[config.mk]
export PLATFORM = sky130hd
export DESIGN_NAME = reg_scoreboard_dec_flat
export DESIGN_NICKNAME = d
export VERILOG_FILES = /design/src/rtl/reg_scoreboard_dec_if.sv /design/src/rtl/reg_scoreboard_dec.sv /design/src/flat_wrapper.sv
export SDC_FILE = /design/constraint.sdc
export NUM_CORES = 1
export LEC_CHECK = 0
export BUFFER_PORTS_ARGS = -buffer_cell sky130_fd_sc_hd__buf_2
export CORE_UTILIZATION = 58
export CTS_CLUSTER_SIZE = 12
export DETAILED_ROUTE_END_ITERATION = 7
export PLACE_DENSITY_LB_ADDON = 0.1
export SLEW_MARGIN = 20
export SYNTH_ARGS = -nofsm -noshare
export SYNTH_HDL_FRONTEND = slang
export SYNTH_SLANG_ARGS = --single-unit
[constraint.sdc]
create_clock -name clk -period 6.6 [get_ports clk]
set_input_delay 1.32 -clock clk [delete_from_list [all_inputs] [get_ports clk]]
set_output_delay 1.32 -clock clk [all_outputs]
set_load 0.02 [all_outputs]
[src/rtl/reg_scoreboard_dec_if.sv]
// Issue/writeback/query bundle between the issue stage and the register-busy scoreboard.
interface reg_scoreboard_dec_if #(
   parameter int AW = 5
);
   localparam int NREG = 1 << AW;

   logic            flush;
   logic            set_en;
   logic [AW-1:0]   set_addr;
   logic            set_ack;
   logic            clr_en;
   logic [AW-1:0]   clr_addr;
   logic [AW-1:0]   rs_addr;
   logic [AW-1:0]   rt_addr;
   logic            rs_busy;
   logic            rt_busy;
   logic [NREG-1:0] busy_vec;
   logic [AW:0]     busy_cnt;
   logic            clr_err;

   modport master (
      output flush, set_en, set_addr, clr_en, clr_addr, rs_addr, rt_addr,
      input  set_ack, rs_busy, rt_busy, busy_vec, busy_cnt, clr_err
   );

   modport slave (
      input  flush, set_en, set_addr, clr_en, clr_addr, rs_addr, rt_addr,
      output set_ack, rs_busy, rt_busy, busy_vec, busy_cnt, clr_err
   );
endinterface

[src/rtl/reg_scoreboard_dec.sv]
// Register-busy scoreboard: one busy bit per architectural register, set on issue,
// cleared on writeback, with two bypassed hazard queries and a running occupancy count.
module reg_scoreboard_dec #(
   parameter int AW       = 5,
   parameter bit ZERO_REG = 1'b1,
   parameter bit BYPASS   = 1'b1
) (
   input  logic                  clk,
   input  logic                  rst_n,
   reg_scoreboard_dec_if.slave   sb
);
   localparam int NREG = 1 << AW;

   logic [NREG-1:0] busy_vec_q, busy_vec_d;
   logic [AW:0]     busy_cnt_q, busy_cnt_d;
   logic            clr_err_q,  clr_err_d;

   logic [NREG-1:0] set_oh, clr_oh;
   logic            set_ack;
   logic            set_applied, clr_applied;
   logic            rs_byp, rt_byp;

   // A WAW on a busy register is only accepted when that register retires this same cycle.
   assign set_ack = sb.set_en &
                    (~busy_vec_q[sb.set_addr] | (sb.clr_en & (sb.clr_addr == sb.set_addr)));

   always_comb begin
      set_oh = '0;
      clr_oh = '0;
      for (int i = 0; i < NREG; i++) begin
         set_oh[i] = set_ack   & (sb.set_addr == AW'(i));
         clr_oh[i] = sb.clr_en & (sb.clr_addr == AW'(i));
      end
      if (ZERO_REG) begin
         set_oh[0] = 1'b0;
         clr_oh[0] = 1'b0;
      end
   end

   // At most one bit of each one-hot is set, so OR-reduction yields the single-step delta.
   assign set_applied = |(set_oh & ~busy_vec_q);
   assign clr_applied = |(clr_oh & busy_vec_q & ~set_oh);

   always_comb begin
      busy_vec_d = '0;
      busy_cnt_d = '0;
      if (!sb.flush) begin
         busy_vec_d = (busy_vec_q & ~clr_oh) | set_oh;
         busy_cnt_d = busy_cnt_q + (AW+1)'(set_applied) - (AW+1)'(clr_applied);
      end
   end

   assign clr_err_d = sb.clr_en & ~busy_vec_q[sb.clr_addr] &
                      ~(ZERO_REG & (sb.clr_addr == '0)) & ~sb.flush;

   always_ff @(posedge clk or negedge rst_n) begin
      if (!rst_n) begin
         busy_vec_q <= '0;
         busy_cnt_q <= '0;
         clr_err_q  <= 1'b0;
      end else begin
         busy_vec_q <= busy_vec_d;
         busy_cnt_q <= busy_cnt_d;
         clr_err_q  <= clr_err_d;
      end
   end

   assign rs_byp = BYPASS & sb.clr_en & (sb.clr_addr == sb.rs_addr);
   assign rt_byp = BYPASS & sb.clr_en & (sb.clr_addr == sb.rt_addr);

   assign sb.rs_busy  = busy_vec_q[sb.rs_addr] & ~rs_byp &
                        ~(ZERO_REG & (sb.rs_addr == '0));
   assign sb.rt_busy  = busy_vec_q[sb.rt_addr] & ~rt_byp &
                        ~(ZERO_REG & (sb.rt_addr == '0));
   assign sb.set_ack  = set_ack;
   assign sb.busy_vec = busy_vec_q;
   assign sb.busy_cnt = busy_cnt_q;
   assign sb.clr_err  = clr_err_q;
endmodule

[src/flat_wrapper.sv]
// flat-port wrapper written by rule: the top's interface ports become plain ports
module reg_scoreboard_dec_flat 
#(
   parameter int AW       = 5,
   parameter bit ZERO_REG = 1'b1,
   parameter bit BYPASS   = 1'b1
)
  (clk, rst_n, sb_flush, sb_set_en, sb_set_addr, sb_clr_en, sb_clr_addr, sb_rs_addr, sb_rt_addr, sb_set_ack, sb_rs_busy, sb_rt_busy, sb_busy_vec, sb_busy_cnt, sb_clr_err);
  reg_scoreboard_dec_if #(.AW(AW)) sb_i ();
  input  logic clk;
  input  logic rst_n;
  input wire logic [$bits(sb_i.flush)-1:0] sb_flush;
  input wire logic [$bits(sb_i.set_en)-1:0] sb_set_en;
  input wire logic [$bits(sb_i.set_addr)-1:0] sb_set_addr;
  input wire logic [$bits(sb_i.clr_en)-1:0] sb_clr_en;
  input wire logic [$bits(sb_i.clr_addr)-1:0] sb_clr_addr;
  input wire logic [$bits(sb_i.rs_addr)-1:0] sb_rs_addr;
  input wire logic [$bits(sb_i.rt_addr)-1:0] sb_rt_addr;
  output wire logic [$bits(sb_i.set_ack)-1:0] sb_set_ack;
  output wire logic [$bits(sb_i.rs_busy)-1:0] sb_rs_busy;
  output wire logic [$bits(sb_i.rt_busy)-1:0] sb_rt_busy;
  output wire logic [$bits(sb_i.busy_vec)-1:0] sb_busy_vec;
  output wire logic [$bits(sb_i.busy_cnt)-1:0] sb_busy_cnt;
  output wire logic [$bits(sb_i.clr_err)-1:0] sb_clr_err;
  assign sb_i.flush = sb_flush;
  assign sb_i.set_en = sb_set_en;
  assign sb_i.set_addr = sb_set_addr;
  assign sb_i.clr_en = sb_clr_en;
  assign sb_i.clr_addr = sb_clr_addr;
  assign sb_i.rs_addr = sb_rs_addr;
  assign sb_i.rt_addr = sb_rt_addr;
  assign sb_set_ack = sb_i.set_ack;
  assign sb_rs_busy = sb_i.rs_busy;
  assign sb_rt_busy = sb_i.rt_busy;
  assign sb_busy_vec = sb_i.busy_vec;
  assign sb_busy_cnt = sb_i.busy_cnt;
  assign sb_clr_err = sb_i.clr_err;
  reg_scoreboard_dec #(.AW(AW), .ZERO_REG(ZERO_REG), .BYPASS(BYPASS)) u_core (.clk(clk), .rst_n(rst_n), .sb(sb_i));
endmodule
# Word level (Yosys, flattened, before mapping)
# Cells that the tools add are included.
totals:
  reg_bits: 39
  inputBits: 25
  out_inout_bits: 42
  word_cells: 179
op_classes:
  add_sub_neg: 2
  n_lt_le_gt_ge: 4
  eq_ne: 65
  muxes: 10
  bitwise: 90
  reduce_logical: 5
op_table:
  columns: ["cell", "n"]
  rows:
  - ["equality test 5 bit, second input constant", 32]
  - ["bitwise AND 32 bit", 4]
  - ["inverter 32 bit", 3]
  - ["equality test 5 x 4 -> 1 bit, second input constant", 16]
  - ["bitwise AND 1 bit", 73]
  - ["OR reduction 32 bit", 2]
  - ["equality test 5 x 3 -> 1 bit, second input constant", 8]
  - ["two-way mux 32 bit", 1]
  - ["bitwise OR 32 bit", 1]
  - ["< comparator 5 x 6 -> 1 bit, second input constant", 4]
  - ["binary-select mux 1 bit (select 5 bit)", 4]
  - ["equality test 5 x 2 -> 1 bit, second input constant", 4]
  - ["equality test 5 bit", 3]
  - ["logical NOT 5 bit", 3]
  - ["equality test 5 x 1 -> 1 bit, second input constant", 2]
  - ["inverter 1 bit", 8]
  - ["adder 6 x 1 -> 6 bit", 1]
  - ["two-way mux 6 bit", 1]
  - ["subtractor 6 x 1 -> 6 bit", 1]
  - ["two-way mux 1 bit", 4]
  - ["bitwise OR 1 bit", 1]

# Longest topological paths before layout
depth:
  word_depth: 11
  depth_mapped: 19
  mapped_depth_nobuf: 16

# Worst setup path after synthesis
# OpenSTA, ideal clock, no wires.
synth_path:
  path_kind: "input to register"
  start: "in sb_set_addr[0]"
  end: "reg u_core.busy_cnt_q[4] (netlist: u_core.sb.busy_cnt[4])"
  setup_time_ps: 132
  t_arrival_ps: 4449
  t_required_ps: 6468
  setup_slack_ps: 2019
  cell_stages: 17
  n_path_buf: 2
  path_cell_list: "buf_6 > buf_6 > mux2_2 > a221oi_4 > o211ai_4 > o21ai_1 > a21oi_1 > nand4b_1 > ha_1 > inv_1 > ha_1 > fa_1 > a21oi_1 > nor2_1 > nor2_1 > xor2_1 > nor2_1"
synth_between:
  elab_chain_cells: 11
  elab_cells_between_ends: 77
  cone_classes: "add/sub (2); eq/ne (32); mux (3); bitwise (38); reduce/logical (2)"
synth_lines:
  columns: ["element", "line", "rtl"]
  rows:
  - ["start: declaration", "flat_wrapper.sv:14", "input wire logic [$bits(sb_i.set_addr)-1:0] sb_set_addr;"]
  - ["binary-select mux 1 bit (select 5 bit)", "reg_scoreboard_dec.sv:25", "(~busy_vec_q[sb.set_addr] | (sb.clr_en & (sb.clr_addr == sb.set_addr)));"]
  - ["two-way mux 1 bit (not written as such)", "reg_scoreboard_dec.sv:25", null]
  - ["inverter 1 bit", "reg_scoreboard_dec.sv:25", null]
  - ["bitwise OR 1 bit *", "reg_scoreboard_dec.sv:25", null]
  - ["bitwise AND 1 bit *", "reg_scoreboard_dec.sv:24", "assign set_ack = sb.set_en &"]
  - ["net sb_set_ack", "flat_wrapper.sv:19", "output wire logic [$bits(sb_i.set_ack)-1:0] sb_set_ack;"]
  - ["bitwise AND 1 bit", "reg_scoreboard_dec.sv:31", "set_oh[i] = set_ack & (sb.set_addr == AW'(i));"]
  - ["bitwise AND 32 bit or inverter 32 bit (tied branches)", "reg_scoreboard_dec.sv:41, reg_scoreboard_dec.sv:42", null]
  - ["OR reduction 32 bit or bitwise AND 32 bit (tied branches)", "reg_scoreboard_dec.sv:41, reg_scoreboard_dec.sv:42", null]
  - ["adder 6 x 1 -> 6 bit or OR reduction 32 bit (tied branches)", "reg_scoreboard_dec.sv:49, reg_scoreboard_dec.sv:42", null]
  - ["subtractor 6 x 1 -> 6 bit *", "reg_scoreboard_dec.sv:49", "busy_cnt_d = busy_cnt_q + (AW+1)'(set_applied) - (AW+1)'(clr_applied);"]
  - ["two-way mux 6 bit *", "reg_scoreboard_dec.sv:47", "if (!sb.flush) begin"]
  - ["net u_core.busy_cnt_d[4]", "reg_scoreboard_dec.sv:15", "logic [AW:0] busy_cnt_q, busy_cnt_d;"]
  - ["end signal: assignment", "reg_scoreboard_dec.sv:63", "busy_cnt_q <= busy_cnt_d;"]
  - ["end: declaration", "reg_scoreboard_dec.sv:15", null]
# Mark *: on every way through the listed nets, which the timed path passes. The rest lies on a longest branch. The select of a mux whose other input is x is not followed.

# Worst setup path in the final report
layout_path:
  start: "in sb_set_addr[0]"
  end: "reg u_core.busy_cnt_q[4] (netlist: u_core.sb.busy_cnt[4])"
layout_between:
  elab_chain_cells: 11
  elab_cells_between_ends: 77
  cone_classes: "add/sub (2); eq/ne (32); mux (3); bitwise (38); reduce/logical (2)"
layout_lines:
  columns: ["element", "line"]
  rows:
  - ["binary-select mux 1 bit (select 5 bit)", "reg_scoreboard_dec.sv:25"]
  - ["two-way mux 1 bit (not written as such)", "reg_scoreboard_dec.sv:25"]
  - ["inverter 1 bit", "reg_scoreboard_dec.sv:25"]
  - ["bitwise OR 1 bit", "reg_scoreboard_dec.sv:25"]
  - ["bitwise AND 1 bit", "reg_scoreboard_dec.sv:24"]
  - ["bitwise AND 1 bit", "reg_scoreboard_dec.sv:31"]
  - ["bitwise AND 32 bit or inverter 32 bit (tied branches)", "reg_scoreboard_dec.sv:41, reg_scoreboard_dec.sv:42"]
  - ["OR reduction 32 bit or bitwise AND 32 bit (tied branches)", "reg_scoreboard_dec.sv:41, reg_scoreboard_dec.sv:42"]
  - ["adder 6 x 1 -> 6 bit or OR reduction 32 bit (tied branches)", "reg_scoreboard_dec.sv:49, reg_scoreboard_dec.sv:42"]
  - ["subtractor 6 x 1 -> 6 bit *", "reg_scoreboard_dec.sv:49"]
  - ["two-way mux 6 bit *", "reg_scoreboard_dec.sv:47"]
  - ["net u_core.busy_cnt_d[4]", "reg_scoreboard_dec.sv:15"]
# Marked as above.

==> summary.txt <==
Yosys
  – Ys flop type: dfrtp_1
  – Most numerous cell in the Yosys netlist: nand2_1
  – Synth top area cells: dfrtp_1 (23%), mux4_2 (16%), a21oi_1 (5.4%)
  – Synth cell types: 64
  – Syn. warnings: 0
  – Post-Syn Instances: between 400 and 500
  – Number of synthesized flops with an enable pin: 0
  – Post-synthesis sequential area ratio: ~23%
  – Post-synth top area cell: dfrtp_1
  – Cell area after synthesis: between 4000 and 5000 um^2
  – Synth top cells by count: nand2_1 (58), a21oi_1 (45), nor2_1 (41), dfrtp_1 (38), mux4_2 (30)
  – Xor/xnor cell area share of the yosys netlist: slightly below 4%
  – Synth Net Count: approximately 530
  – Mux contribution to synthesized area: a little over a fifth
  – Post-Syn Area per Cell: approximately 8.5 um^2
  – Synth Area in Adders: about 2.3%
  – Ys async rst share: 100%
  – Synth Register Bits: 38
  – Fraction of the mapped netlist area in simple logic gates: 23.8%
  – Share of the synthesized area in the top cell type: between 20% and 30%
  – Post-synthesis compound-gate area fraction: 19.5%
  – Largest family of logic cells by synthesized area: simple AND/OR/NAND/NOR gates

Routing
  – Met1 wire length: roughly 6000 um
  – Uppermost layer routed: met4
  – Routed len/inst: roughly 26 um
  – Met3 wire len: 2000 um
  – DR iter-0 viols: 589
  – Via/cell ratio: roughly 7.3
  – DRC viols: 0
  – Vias: 4568
  – Total detailed-routing wirelength: between 15000 and 20000 um
  – Met2 wire length: just over 7000 um
  – ANT nets after route: 0
  – DRT Pass-1 Iters: 6

CTS
  – CTS H-tree lvls: 2
  – CTS buffer count: 5
  – Reg clk slew, reported paths: about 80 ps
  – Setup bufs post-CTS: 0
  – TritonCTS clock tree: built
  – Root buffer selected by CTS: clkbuf_8
  – Deepest clock path buffer count: 2
  – Clk sink count: 38
  – Clk Latency, worst-skew pair: ~300 ps
  – # resized after CTS: 0
  – # hold bufs at CTS: 0

STA
  – Final period util: between 70% and 80%
  – Hold Violations, Final: 0
  – Final-report max-slew violation count: 0
  – Worst-Margin Slew: around 860 ps
  – Setup violators final: 0
  – RSZ-0062 raised after global routing: no
  – Hold slack: around 670 ps
  – Clock skew: 6.80 ps
  – Worst slew margin: a little over two fifths
  – FMAX: around 0.20 GHz
  – Setup_tns: 0 ps
  – Final Worst Setup Slack: 1590 ps
  – Crit path time final: ~5000 ps

Min path
  – Hold crit path type: flop to flop
  – Hold depth: 3
  – Worst hold endpoint: u_core.sb.busy_cnt[5]
  – Hold Startpoint: u_core.sb.busy_cnt[5]

Global route
  – Largest net degree at the start of global routing: 39
  – Global-route wire length before repair: approximately 24000 um
  – Antenna violations before repair: 0
  – Grt ovf: 0
  – Number of global-route vias before repair: approximately 4200
  – Global Route Usage Sum: roughly 44%

Critical path
  – Most common cell on crit path: nor2_1
  – Crit start category: input pin
  – Flop2flop setup slack: about 2600 ps
  – Worst reg2reg startpoint: u_core.sb.busy_vec[29]
  – Crit Path Category: input pin to flop
  – Critical path endpoint category: flop
  – Crit path cell chain: buf_2 > mux2_2 > a221oi_4 > o211ai_4 > o21ai_4 > o2111ai_1 > nor4_1 > nand4b_1 > ha_1 > inv_1 > ha_1 > fa_1 > a21oi_1 > nor2_1 > nor2_1 > xor2_1 > nor2_1
  – Slowest stage delay, CP: between 400 and 500 ps
  – Crit path required time: 6760 ps
  – Worst EP arrival: 5170 ps
  – R2R depth: 16
  – Crit-path max FO: 23
  – Reg2reg end: u_core.sb.busy_cnt[4]
  – Worst path slowest cell: o21ai_4

Floorplan
  – Core area: a little under 7000 um^2
  – Initial Util: between 60% and 70%
  – Die Ht: a little under 90 um
  – Die span in x: roughly 87 um
  – I/O pin total: between 60 and 70
  – Die area: approximately 7600 um^2
  – Num rows: 30

Power
  – PwrDens: 154 nW/um^2
  – Leak pwr: 1.89 nW
  – Peak supply drop: 0.000212 V
  – Power, Total: slightly above 700 uW

Cells and area
  – Area Overhead vs Synth: 8.84%
  – Fin cells: approximately 620
  – Layout cells sized above 1: around a quarter
  – Final Util: ~66%
  – Ant. Diodes: 0
  – Design area: 4580 um^2
  – # nets final: ~560

Placed design
  – Port bufs: 65
  – Cells after DPL: between 600 and 700
  – Pre-CTS WS: roughly 1300 ps
  – Dpl hpwl: about 11000 um
  – Routability cong.: 1.12
  – Placed inst area: ~4500 um^2

Run status
  – Status: complete, no violations

Job
  – Max-Cap Viols: 0
## power by group
part	internal, mW	switching [mW]
sequential	0.247	0.0171
clock	0.0840	0.0898
combinational	0.0998	0.166
total	0.431	0.272
## state kept, by name, summed over array words and instances, names as in the netlist
signal              flops
u_core.sb.busy_vec     31
u_core.sb.busy_cnt      6
u_core.sb.clr_err       1
## layer usage
| metal | track usage (%) | up-vias |
|---|---|---|
| li1 | - | 1911 |
| met4 | 26.2 | 0 |
| met5 | 0 | - |
| met1 | 58.1 | 2194 |
| met3 | 11.0 | 90 |
| met2 | 65.5 | 373 |
## placed cells by master, fill, tap and decap left out, types with 8 or more instances in the layout
| master | n |
|---|---|
| a21oi_1 | 45 |
| a22oi_1 | 8 |
| buf_2 | 65 |
| dfrtp_1 | 38 |
| inv_1 | 15 |
| mux2_2 | 9 |
| mux2i_1 | 11 |
| mux4_2 | 30 |
| nand2_1 | 58 |
| nand3_1 | 19 |
| nor2_1 | 41 |
| nor2b_1 | 14 |
| o21ai_0 | 24 |
| xor2_1 | 14 |
## cell type report
cell class | instances | area [um^2]
repair buffers | 70 | 363
clock buffers | 6 | 82.6
inverters | 15 | 56.3
multi-input cells | 397 | 2990
flip-flops and latches | 38 | 951
fillers | 612 | 2330
well taps | 96 | 120
clock inverters | 2 | 12.5
## critical path, delay by kind of cell
kind | cells | cell delay [ps]
AND/OR/NAND/NOR | 5 | 650
AO/OA/AOI/OAI | 5 | 1190
adder cells (fa/ha/maj) | 3 | 930
XOR/XNOR | 1 | 160
buffers and inverters | 2 | 460
multiplexers | 1 | 430
## kinds of logic after synthesis
logic type / after synthesis
xor gates and xnor gates: 19
DFF: 38
and+or+nand+nor: 195
other: 1
AOI/OAI and AO/OA: 124
buffers and inverters: 58
muxes: 51
adders and majority gates: 7
## worst max path at each step
stage / startpoint / to / slack, ps / depth (start not counted)
2_1_floorplan: sb_set_addr[0] / u_core.sb.busy_cnt[4] / 2020 / 17
3_3_place_gp: sb_set_addr[0] / u_core.sb.busy_cnt[4] / 1450 / 17
3_5_place_dp: sb_set_addr[0] / u_core.sb.busy_cnt[4] / 1330 / 17
4_1_cts: sb_set_addr[0] / u_core.sb.busy_cnt[4] / 1640 / 17
5_1_grt: sb_set_addr[0] / u_core.sb.busy_cnt[4] / 1270 / 17
6_report: sb_set_addr[0] / u_core.sb.busy_cnt[4] / 1590 / 17
(Power assumes the default switching activity.)
